## src/rtl/rx_interrupt_gen_mc_pkg.sv

```systemverilog
// Shared encodings for the multi-channel Rx interrupt generator: one-hot channel and arbiter states, MSI vector width.
package rx_intr_pkg;

   localparam int VEC_W = 8;

   localparam logic [3:0] CH_IDLE       = 4'b0001;
   localparam logic [3:0] CH_PEND       = 4'b0010;
   localparam logic [3:0] CH_PEND_FORCE = 4'b0100;
   localparam logic [3:0] CH_HOLDOFF    = 4'b1000;

   localparam logic [1:0] ARB_IDLE_ENC   = 2'b01;
   localparam logic [1:0] ARB_ASSERT_ENC = 2'b10;

   typedef enum logic [3:0] {
      IDLE       = CH_IDLE,
      PEND       = CH_PEND,
      PEND_FORCE = CH_PEND_FORCE,
      HOLDOFF    = CH_HOLDOFF
   } ch_state_e;

   typedef enum logic [1:0] {
      ARB_IDLE   = ARB_IDLE_ENC,
      ARB_ASSERT = ARB_ASSERT_ENC
   } arb_state_e;

endpackage

```

## src/rtl/rx_interrupt_gen_mc_if.sv

```systemverilog
// Endpoint configuration-interrupt handshake: active-low request/accept plus MSI vector.
interface rx_interrupt_gen_mc_if;
   import rx_intr_pkg::*;

   logic             cfg_interrupt_n;
   logic             cfg_interrupt_rdy_n;
   logic [VEC_W-1:0] cfg_interrupt_di;

   modport master (output cfg_interrupt_n, output cfg_interrupt_di, input cfg_interrupt_rdy_n);
   modport slave  (input cfg_interrupt_n, input cfg_interrupt_di, output cfg_interrupt_rdy_n);

endinterface

```

## src/rtl/rx_interrupt_gen_mc_chan.sv

```systemverilog
// One Rx channel: activity synchroniser, IDLE/PEND/PEND_FORCE/HOLDOFF FSM, hold-off timer.
// RX_INTR_COALESCE_EN adds an activity-edge counter that can end hold-off early.
module rx_intr_chan
   import rx_intr_pkg::*;
#(
   parameter int CNT_W       = 32,
   parameter int SYNC_STAGES = 2
) (
   input  logic             clk,
   input  logic             reset,
   input  logic             act_i,
   input  logic             notify_i,
   input  logic             buf_ready_i,
   input  logic             mask_i,
   input  logic             en_i,
   input  logic [CNT_W-1:0] period_i,
   input  logic             resend_i,
   input  logic             lock_i,
   input  logic             accept_i,
`ifdef RX_INTR_COALESCE_EN
   input  logic [7:0]       thr_i,
`endif
   output logic             req_o,
   output logic             ack_o
);

   logic [SYNC_STAGES-1:0] sync_q;
   ch_state_e              state_q;
   logic [CNT_W-1:0]       cnt_q;
   logic [CNT_W-1:0]       per_q;
   logic                   ack_q;
   logic                   act;
   logic                   go_hold;
   logic                   coal_done;

   assign act = sync_q[SYNC_STAGES-1];

`ifdef RX_INTR_COALESCE_EN
   logic       act_prev_q;
   logic [7:0] coal_q;
   assign coal_done = (thr_i != 8'd0) && (coal_q >= thr_i);
`else
   assign coal_done = 1'b0;
`endif

   // Once the arbiter has asserted our request, only acceptance may retire it.
   always_comb begin
      go_hold = 1'b0;
      case (state_q)
         IDLE:       go_hold = !resend_i && (act || notify_i) && !(en_i && !mask_i && buf_ready_i);
         PEND:       go_hold = lock_i ? accept_i : (!en_i || mask_i);
         PEND_FORCE: go_hold = accept_i;
         default:    go_hold = 1'b0;
      endcase
   end

   always_ff @(posedge clk) begin
      if (reset) begin
         sync_q  <= '0;
         state_q <= IDLE;
         cnt_q   <= '0;
         per_q   <= '0;
         ack_q   <= 1'b0;
`ifdef RX_INTR_COALESCE_EN
         act_prev_q <= 1'b0;
         coal_q     <= 8'd0;
`endif
      end else begin
         sync_q <= (sync_q << 1) | SYNC_STAGES'(act_i);
         ack_q  <= 1'b0;
`ifdef RX_INTR_COALESCE_EN
         act_prev_q <= act;
         if (state_q == HOLDOFF && act && !act_prev_q && coal_q != 8'hFF)
            coal_q <= coal_q + 8'd1;
`endif
         if (go_hold) begin
            state_q <= HOLDOFF;
            cnt_q   <= '0;
            per_q   <= period_i;
`ifdef RX_INTR_COALESCE_EN
            coal_q  <= 8'd0;
`endif
         end else begin
            case (state_q)
               IDLE: begin
                  if (resend_i) begin
                     ack_q   <= 1'b1;
                     state_q <= PEND_FORCE;
                  end else if (act || notify_i) begin
                     state_q <= PEND;
                  end
               end
               PEND, PEND_FORCE: ;
               HOLDOFF: begin
                  if (cnt_q == per_q || coal_done)
                     state_q <= IDLE;
                  else
                     cnt_q <= cnt_q + CNT_W'(1);
               end
               default: state_q <= IDLE;
            endcase
         end
      end
   end

   assign req_o = en_i && ((state_q == PEND && !mask_i) || state_q == PEND_FORCE);
   assign ack_o = ack_q;

endmodule

```

## src/rtl/rx_interrupt_gen_mc.sv

```systemverilog
// Multi-channel Rx interrupt generator: per-channel FSMs, round-robin onto one cfg_interrupt handshake.
// Optional RX_INTR_COALESCE_EN adds coalesce_threshold for early hold-off exit.
module rx_interrupt_gen_mc
   import rx_intr_pkg::*;
#(
   parameter int NUM_CH      = 4,
   parameter int CNT_W       = 32,
   parameter int SYNC_STAGES = 2
) (
   input  logic                  clk,
   input  logic                  reset,
   rx_interrupt_gen_mc_if.master cfg,
   input  logic [NUM_CH-1:0]     ch_activity,
   input  logic [NUM_CH-1:0]     ch_notify,
   input  logic [NUM_CH-1:0]     ch_buf_ready,
   input  logic [NUM_CH-1:0]     ch_mask,
   input  logic                  interrupts_enabled,
   input  logic [CNT_W-1:0]      interrupt_period,
   input  logic [NUM_CH-1:0]     resend_interrupt,
`ifdef RX_INTR_COALESCE_EN
   input  logic [7:0]            coalesce_threshold,
`endif
   output logic [NUM_CH-1:0]     resend_interrupt_ack
);

   localparam int IDX_W = (NUM_CH > 1) ? $clog2(NUM_CH) : 1;

   arb_state_e       arb_q;
   logic             cfg_n_q;
   logic [VEC_W-1:0] di_q;
   logic [IDX_W-1:0] last_grant_q;
   logic [IDX_W-1:0] grant_q;

   logic [NUM_CH-1:0] req;
   logic [NUM_CH-1:0] lock;
   logic [NUM_CH-1:0] accept;
   logic              found;
   logic [IDX_W-1:0]  sel;
   logic [IDX_W:0]    cand;

   for (genvar i = 0; i < NUM_CH; i++) begin : g_ch
      assign lock[i]   = (arb_q == ARB_ASSERT) && (grant_q == IDX_W'(i));
      assign accept[i] = lock[i] && !cfg.cfg_interrupt_rdy_n;

      rx_intr_chan #(
         .CNT_W       (CNT_W),
         .SYNC_STAGES (SYNC_STAGES)
      ) u_chan (
         .clk         (clk),
         .reset       (reset),
         .act_i       (ch_activity[i]),
         .notify_i    (ch_notify[i]),
         .buf_ready_i (ch_buf_ready[i]),
         .mask_i      (ch_mask[i]),
         .en_i        (interrupts_enabled),
         .period_i    (interrupt_period),
         .resend_i    (resend_interrupt[i]),
         .lock_i      (lock[i]),
         .accept_i    (accept[i]),
`ifdef RX_INTR_COALESCE_EN
         .thr_i       (coalesce_threshold),
`endif
         .req_o       (req[i]),
         .ack_o       (resend_interrupt_ack[i])
      );
   end

   // Round-robin search starting just after the last accepted channel.
   always_comb begin
      found = 1'b0;
      sel   = '0;
      cand  = '0;
      for (int k = 1; k <= NUM_CH; k++) begin
         cand = {1'b0, last_grant_q} + (IDX_W+1)'(k);
         if (cand >= (IDX_W+1)'(NUM_CH))
            cand = cand - (IDX_W+1)'(NUM_CH);
         if (!found && req[cand[IDX_W-1:0]]) begin
            found = 1'b1;
            sel   = cand[IDX_W-1:0];
         end
      end
   end

   always_ff @(posedge clk) begin
      if (reset) begin
         arb_q        <= ARB_IDLE;
         cfg_n_q      <= 1'b1;
         di_q         <= '0;
         last_grant_q <= IDX_W'(NUM_CH - 1);
         grant_q      <= '0;
      end else begin
         case (arb_q)
            ARB_IDLE: begin
               if (found) begin
                  grant_q <= sel;
                  cfg_n_q <= 1'b0;
                  di_q    <= VEC_W'(sel);
                  arb_q   <= ARB_ASSERT;
               end
            end
            ARB_ASSERT: begin
               if (!cfg.cfg_interrupt_rdy_n) begin
                  cfg_n_q      <= 1'b1;
                  last_grant_q <= grant_q;
                  arb_q        <= ARB_IDLE;
               end
            end
            default: arb_q <= ARB_IDLE;
         endcase
      end
   end

   assign cfg.cfg_interrupt_n  = cfg_n_q;
   assign cfg.cfg_interrupt_di = di_q;

endmodule

```

## src/flat_wrapper.sv

```systemverilog
// flat-port wrapper written by rule: the top's interface ports become plain ports
module rx_interrupt_gen_mc_flat import rx_intr_pkg::*;
#(
   parameter int NUM_CH      = 4,
   parameter int CNT_W       = 32,
   parameter int SYNC_STAGES = 2
)
  (clk, reset, ch_activity, ch_notify, ch_buf_ready, ch_mask, interrupts_enabled, interrupt_period, resend_interrupt, resend_interrupt_ack, cfg_cfg_interrupt_n, cfg_cfg_interrupt_di, cfg_cfg_interrupt_rdy_n);
  rx_interrupt_gen_mc_if cfg_i ();
  input  logic clk;
  input  logic reset;
  input  logic [NUM_CH-1:0] ch_activity;
  input  logic [NUM_CH-1:0] ch_notify;
  input  logic [NUM_CH-1:0] ch_buf_ready;
  input  logic [NUM_CH-1:0] ch_mask;
  input  logic interrupts_enabled;
  input  logic [CNT_W-1:0] interrupt_period;
  input  logic [NUM_CH-1:0] resend_interrupt;
  output logic [NUM_CH-1:0] resend_interrupt_ack;
  output wire logic [$bits(cfg_i.cfg_interrupt_n)-1:0] cfg_cfg_interrupt_n;
  output wire logic [$bits(cfg_i.cfg_interrupt_di)-1:0] cfg_cfg_interrupt_di;
  input wire logic [$bits(cfg_i.cfg_interrupt_rdy_n)-1:0] cfg_cfg_interrupt_rdy_n;
  assign cfg_cfg_interrupt_n = cfg_i.cfg_interrupt_n;
  assign cfg_cfg_interrupt_di = cfg_i.cfg_interrupt_di;
  assign cfg_i.cfg_interrupt_rdy_n = cfg_cfg_interrupt_rdy_n;
  rx_interrupt_gen_mc #(.NUM_CH(NUM_CH), .CNT_W(CNT_W), .SYNC_STAGES(SYNC_STAGES)) u_core (.clk(clk), .reset(reset), .cfg(cfg_i), .ch_activity(ch_activity), .ch_notify(ch_notify), .ch_buf_ready(ch_buf_ready), .ch_mask(ch_mask), .interrupts_enabled(interrupts_enabled), .interrupt_period(interrupt_period), .resend_interrupt(resend_interrupt), .resend_interrupt_ack(resend_interrupt_ack));
endmodule
```

## config.mk

```make
export PLATFORM = sky130hd
export DESIGN_NAME = rx_interrupt_gen_mc_flat
export DESIGN_NICKNAME = d
export VERILOG_FILES = /design/src/rtl/rx_interrupt_gen_mc_pkg.sv /design/src/rtl/rx_interrupt_gen_mc_if.sv /design/src/rtl/rx_interrupt_gen_mc_chan.sv /design/src/rtl/rx_interrupt_gen_mc.sv /design/src/flat_wrapper.sv
export SDC_FILE = /design/constraint.sdc
export NUM_CORES = 1
export LEC_CHECK = 0
export BUFFER_PORTS_ARGS = -buffer_cell sky130_fd_sc_hd__buf_2
export CAP_MARGIN = 10
export CORE_MARGIN = 4
export CORE_UTILIZATION = 35
export CTS_CLUSTER_DIAMETER = 60
export CTS_CLUSTER_SIZE = 12
export DETAILED_ROUTE_END_ITERATION = 7
export GPL_TIMING_DRIVEN = 0
export HOLD_SLACK_MARGIN = 0.08
export PLACE_DENSITY = 0.52
export SETUP_SLACK_MARGIN = 0.02
export SLEW_MARGIN = 5
export SYNTH_ARGS = -nofsm -noshare
export SYNTH_HDL_FRONTEND = slang
export SYNTH_SLANG_ARGS = --single-unit
export TNS_END_PERCENT = 30
```

## constraint.sdc

```tcl
create_clock -name clk -period 5.4 [get_ports clk]
set_input_delay 0.54 -clock clk [delete_from_list [all_inputs] [get_ports clk]]
set_output_delay 0.54 -clock clk [all_outputs]
set_load 0.005 [all_outputs]
```

==> impl_metrics.toml, run 1 <==
[floorplan]
die-area_um2 = 44000
die_w_um = 210
dieHeight_um = 210
io_pins = 69
rows = 73
design.core.area_um2 = 40000
start_util_pct = 35.6

[synthesis]
synth_edf_count = 0
synth_top_area_share_pct = 40.9
ys.flop_type = "dfxtp_1"
synth.distinct_cells = 74
synth-seq-cells = 291
syn-instance-count = 1601
yosys.area.top_type = "dfxtp_1"
yosysMostFrequentCell = "dfxtp_1"
synth_warnings = 0
postSynthAreaPerCell_um2 = 8.91
synth.cell_area_um2 = 14300
seq_area_frac_synth_pct = 40.9
netlist_top_cells_count = "dfxtp_1, nor2_1, mux2i_1"
synthArstFlopShare_pct = 0
ys_top_cells_by_area = "dfxtp_1, mux2i_1, nor2_1"

[layout]
drive_gt1_share_pct = 11.4
areaGrowthSynthToFinish_pct = 15.1
antennaDiodeCount = 0
nets = 1766
final_area_um2 = 16400

[clock_tree]
cts_setup_buffers = 0
cts_resized = 0
clk_pin_slew_ns = 0.06
clk_path_buf_depth = 3
hold_buffers = 0
root_buffer = "clkbuf_16"
insertion_delay_ns = 0.52
cts_tree = "built"
ctsHtreeMaxLevel = 2
cts.sink_count = 291
numCtsBuffers = 35

[worst_setup_path]
critical_path_arrival_ns = 3.71
crit_chain = "nor4bb_1 > mux2_2 > o211ai_2 > nand2b_1 > clkbuf_1 > nor2_1"
critPathKind = "register to register"
worst_setup_path_start_kind = "register"
crit_required_ns = 5.78
crit_family = "simple AND/OR/NAND/NOR gates"
slowest_delay_ns = 0.91
crit_fanout = 10
cpMaxStageDelayCell = "nor4bb_1"
cp_num_buf_inv = 1
end_kind = "register"

[sta]
setup_violations = 0
finalHoldViolations = 0
worst_pin_slew_ns = 0.949
period_minus_slack_ns = 3.32
min_period_over_period_pct = 61.5
final_max_slew_viol_count = 0
slew_headroom_pct = 35.9
fin_tns_setup_ns = 0
hold-worst-slack_ns = 0.239
rsz0062_at_grt = "no"
skew_ns = 0.0137
fmax_mhz = 301

[route]
num_vias = 12312
wl_per_cell_um = 20.2
drt_wl_total_um = 45500
antenna_left = 0
drc = 0
dr.pass1.iters = 5
viasPerCell = 5.47
drtIter0Drc = 918

[pwr]
irDropWorstVdd_uv = 165
total_leakage_power_uw = 0.00622
power_density_nw_per_um2 = 339

[global_routing]
grtUsageTotal_pct = 20.1
antenna_found_initial = 0
grt_pass1_wl_um = 69600
grt_pass1_vias = 11549
grt.overflow.total = 0
grt_max_degree = 13

[placed_design]
gp_congestion = 0.838
io_buffers = 61
placed_area_um2 = 15300
dp_hpwl_um = 33800

[run]
cap_violations = 0

[hold_path]
hold_class = "input port to register"

[status]
outcome = "completed"
[cell type report]
| cell class | count | area [um^2] |
|---|---|---|
| tap | 525 | 657 |
| clock inverter | 11 | 144 |
| fill | 4058 | 23600 |
| inverter | 22 | 82.6 |
| clock buffer | 45 | 1010 |
| buffer | 94 | 524 |
| timing repair buffer | 63 | 315 |
| sequential | 291 | 5830 |
| multi-input combinational | 1199 | 7850 |
[per-layer routing]
metal  wire, um  part of all wire, %  up-vias  GRT usage, %
li1           -                    -     5983             -
met1      21800                   48     5930          28.7
met2      20200                   44      326          31.7
met3       2430                  5.3       73          3.17
met4       1120                  2.5        0          5.29
met5          0                    0        -             0
[state kept, by name, summed over array words and instances, names as in the netlist]
signal and flops:
u_core.g_ch.u_chan.cnt_q 128, u_core.g_ch.u_chan.per_q 128, u_core.g_ch.u_chan.state_q 16, u_core.g_ch.u_chan.sync_q 8, u_core.g_ch.u_chan.ack_o 4, u_core.arb_q 2, u_core.grant_q 2, u_core.last_grant_q 2
u_core.cfg.cfg_interrupt_n 1
[stage by stage]
stage               power (uW)  utilization (%)  setup WS, ns  cells
global placement          3210             38.1          1.82   2192
global route              5770             41.0          1.95   2250
detailed placement        3210             38.1          2.14   2193
finish                    5560             41.0          2.08   2250
CTS                       5610             41.0          2.13   2249
floorplan                 2950                -          3.12   1606
[cell families after synthesis]
group | count (synthesis) | share of synthesized area, %
other | 1 | 0.0263
AOI/OAI and AO/OA | 267 | 11.5
adders and majority gates | 4 | 0.351
and+or+nand+nor | 642 | 24.5
muxes | 139 | 9.77
buffers and inverters | 116 | 4.26
xor gates and xnor gates | 141 | 8.66
DFF | 291 | 40.9
[power breakdown]
group	switching, uW	leakage, uW	internal, uW
registers	96.7	0.00236	2260
logic	480	0.00330	337
clock network	936	0.000566	1450
total	1510	0.00622	4050
[placed cells by master, fill, tap and decap left out, types with 11 or more instances in the layout]
cell type | synthesis | routed
and2_1 | 11 | 11
clkbuf_1 | 37 | 40
mux2i_1 | 138 | 138
nor4_1 | 31 | 31
o211ai_1 | 17 | 17
o31ai_1 | 34 | 34
nor2_1 | 182 | 182
a21oi_1 | 104 | 104
nand2_1 | 93 | 93
and3_1 | 16 | 16
nand3_1 | 55 | 55
and4_1 | 12 | 12
dfxtp_1 | 291 | 291
o21ai_0 | 59 | 59
or4_1 | 43 | 43
xor2_1 | 70 | 70
or3_1 | 46 | 46
inv_1 | 22 | 22
clkbuf_16 | 0 | 37
nor2b_1 | 25 | 25
buf_2 | 29 | 91
buf_4 | 16 | 16
nand4_1 | 56 | 56
xnor2_1 | 71 | 71
[final timing paths]
| path | start | to | slack [ns] | cells after the start |
|---|---|---|---|---|
| setup reg to reg | u_core.grant_q[0] | u_core.g_ch[2].u_chan.cnt_q[0] | 2.08 | 6 |
| hold / removal | ch_activity[3] | u_core.g_ch[3].u_chan.sync_q[0] | 0.24 | 2 |
| hold reg to reg | u_core.g_ch[3].u_chan.sync_q[0] | u_core.g_ch[3].u_chan.sync_q[1] | 0.44 | 1 |
| setup / recovery | u_core.grant_q[0] | u_core.g_ch[2].u_chan.cnt_q[0] | 2.08 | 6 |
Power figures use the tool's default switching activity.
==> inputs of run 2 (changes only) <==
--- a/config.mk
+++ b/config.mk
@@ -5,6 +5,7 @@
 export SDC_FILE = /design/constraint.sdc
 export NUM_CORES = 1
 export LEC_CHECK = 0
+export ABC_AREA = 1
 export BUFFER_PORTS_ARGS = -buffer_cell sky130_fd_sc_hd__buf_2
 export CAP_MARGIN = 10
 export CORE_MARGIN = 4
@@ -14,7 +15,7 @@
 export DETAILED_ROUTE_END_ITERATION = 7
 export GPL_TIMING_DRIVEN = 0
 export HOLD_SLACK_MARGIN = 0.08
-export PLACE_DENSITY = 0.52
+export PLACE_DENSITY = 0.54
 export SETUP_SLACK_MARGIN = 0.02
 export SLEW_MARGIN = 5
 export SYNTH_ARGS = -nofsm -noshare
==> constraint.sdc (replaced) <==
create_clock -name clk -period 2.83 [get_ports clk]
set_input_delay 0.283 -clock clk [delete_from_list [all_inputs] [get_ports clk]]
set_output_delay 0.283 -clock clk [all_outputs]
set_load 0.005 [all_outputs]
==> run 2 against run 1 <==
Largest cell class unchanged. Maximum frequency up 47%. Utilization barely moved. Via count increased by 16%. Clock skew shrank 0.0018 ns. Hold slack lost 0.12 ns. Setup slack got worse by 1.5 ns. Synthesized cell count up 37%. Sequential power is 110% higher. Die area increased by 10%. Power rose by 110%. Register-to-register slack worse by 1.5 ns. Sequential cell count unchanged.
==> impl_metrics.toml, run 2 <==
[status]
outcome = "completed"

[global_routing]
grt_pass1_wl_um = 79700
grt_pass1_vias = 13749
grt_max_degree = 13
antenna_found_initial = 0
grtUsageTotal_pct = 21.2
grt.overflow.total = 0

[layout]
nets = 2375
final_cell_mix = "nand2_1, dfxtp_1, a21oi_1"
drive_gt1_share_pct = 14.6
antennaDiodeCount = 0
ff_latch_area_um2 = 5830
reg_top3 = "u_core.g_ch.u_chan.cnt_q (128), u_core.g_ch.u_chan.per_q (128), u_core.g_ch.u_chan.state_q (16)"
final_area_um2 = 18200
multi_input_area_um2 = 8570
fin_util_pct = 41.1
fill_cells = 4662
areaGrowthSynthToFinish_pct = 15.5
final_common_cell = "nand2_1"

[synthesis]
synth_warnings = 0
postSynthAreaPerCell_um2 = 7.21
synth-seq-cells = 291
ys_top_cells_by_area = "dfxtp_1, nand2_1, xnor2_1"
netlist_top_cells_count = "nand2_1, dfxtp_1, a21oi_1"
seq_area_frac_synth_pct = 36.9
synth.distinct_cells = 48
ys.flop_type = "dfxtp_1"
yosysMostFrequentCell = "nand2_1"
syn-instance-count = 2189
synth_edf_count = 0
synth.cell_area_um2 = 15800
synthArstFlopShare_pct = 0
synth_top_area_share_pct = 36.9
yosys.area.top_type = "dfxtp_1"

[worst_setup_path]
reg2reg_slack_ns = 0.56
startpoint = "u_core.grant_q[0]"
critPathKind = "register to register"
crit_end = "u_core.g_ch[0].u_chan.ack_o"
crit_path_frequent_cell = "nor2_1"
cp_num_buf_inv = 3
crit_family = "simple AND/OR/NAND/NOR gates"
slowest_delay_ns = 0.50
ff2ff_path_depth = 9
r2r_end = "u_core.g_ch[0].u_chan.ack_o"
cpMaxStageDelayCell = "dfxtp_1"
rr_startpoint = "u_core.grant_q[0]"
crit_cells = 9
end_kind = "register"
critical_path_arrival_ns = 2.70
crit_fanout = 10
worst_setup_path_start_kind = "register"
crit_required_ns = 3.26
crit_chain = "inv_2 > nand3_1 > nor2_1 > nand2_1 > nand3_2 > nor2_1 > inv_2 > buf_2 > nor2_1"

[route]
routed.top_layer = "met4"
wl_met1_um = 23900
drtIter0Drc = 849
met2_length_um = 23400
antenna_left = 0
drt_wl_total_um = 51500
drc = 0
dr.pass1.iters = 5
wl_per_cell_um = 17.6
num_vias = 14332
viasPerCell = 4.89
wl_met3_um = 2460

[floorplan]
design.core.area_um2 = 44400
dieHeight_um = 220
die-area_um2 = 48600
io_pins = 69
rows = 77
start_util_pct = 35.5
die_w_um = 220

[sta]
timing.final.ws_setup_ns = 0.564
fmax_mhz = 441
finalHoldViolations = 0
fin_tns_setup_ns = 0
slew_headroom_pct = 41.1
period_minus_slack_ns = 2.27
rsz0062_at_grt = "no"
min_period_over_period_pct = 80.1
setup_violations = 0
worst_pin_slew_ns = 0.884
hold-worst-slack_ns = 0.118
skew_ns = 0.0120
final_max_slew_viol_count = 0

[clock_tree]
insertion_delay_ns = 0.55
hold_buffers = 22
cts.sink_count = 291
cts_resized = 0
clk_pin_slew_ns = 0.06
clk_path_buf_depth = 3
cts_setup_buffers = 0
root_buffer = "clkbuf_16"
cts_tree = "built"
ctsHtreeMaxLevel = 2
numCtsBuffers = 36

[hold_path]
hold_class = "input port to register"

[pwr]
total_leakage_power_uw = 0.00695
power_density_nw_per_um2 = 635
irDropWorstVdd_uv = 359

[placed_design]
dp_slack_ns = 0.553
gp_congestion = 0.927
io_buffers = 61
placed_area_um2 = 16900
dp_hpwl_um = 39100

[run]
cap_violations = 0
run 2: cell type report:
cell class                      count  area share, %
Buffer                            117           4.19
Clock inverter                     17           1.07
Sequential cell                   291           31.9
Clock buffer                       42           5.29
Multi-Input combinational cell   1614           47.0
Inverter                          172           3.54
Tap cell                          592           4.06
Timing Repair Buffer               83           2.88
run 2: worst min path at each step:
stage	from	end	slack, ns	depth (start not counted)
final	interrupt_period[31]	u_core.g_ch[1].u_chan.per_q[31]	0.12	3
after global routing	interrupt_period[8]	u_core.g_ch[0].u_chan.per_q[8]	0.11	3
after floorplan	u_core.g_ch[0].u_chan.sync_q[0]	u_core.g_ch[0].u_chan.sync_q[1]	0.39	2
after global placement	u_core.g_ch[1].u_chan.sync_q[0]	u_core.g_ch[1].u_chan.sync_q[1]	0.39	2
after CTS	ch_notify[2]	u_core.g_ch[2].u_chan.state_q[0]	0.08	4
after detailed placement	u_core.g_ch[0].u_chan.sync_q[0]	u_core.g_ch[0].u_chan.sync_q[1]	0.40	2
run 2: kinds of logic (layout without fill, tap and decap cells):
group           Yosys count  after routing  share of synthesized area (%)
simple gates            985            985                           27.7
compound gates          402            402                           14.1
flops                   291            291                           36.9
buf+inv                 289            431                           8.92
xor+xnor                217            217                           12.1
fa+ha+maj                 4              4                          0.317
other cells               1              6                         0.0238
run 2: metrics by stage:
step	power [uW]	cells
after floorplan	6340	2194
after global placement	6960	2847
after detailed placement	6980	2847
after CTS	11700	2928
after global routing	12200	2928
final	11600	2928
run 2: per-layer routing:
metal,global-route usage (%),up-vias
li1,-,7323
met1,28.8,6622
met2,34.1,295
met3,3.23,92
met4,7.68,0
met5,0,-
run 2: power breakdown:
| group | internal, uW | total, uW | switching, uW |
|---|---|---|---|
| clock network | 2730 | 4650 | 1920 |
| registers | 4490 | 4820 | 326 |
| logic | 824 | 2110 | 1290 |
run 2: worst register-to-register path, stage by stage, from the launching register on:
cell and delay (ns):
dfxtp_1 0.50, inv_2 0.13, nand3_1 0.20, nor2_1 0.13, nand2_1 0.09, nand3_2 0.12, nor2_1 0.34, inv_2 0.17
buf_2 0.23, nor2_1 0.25
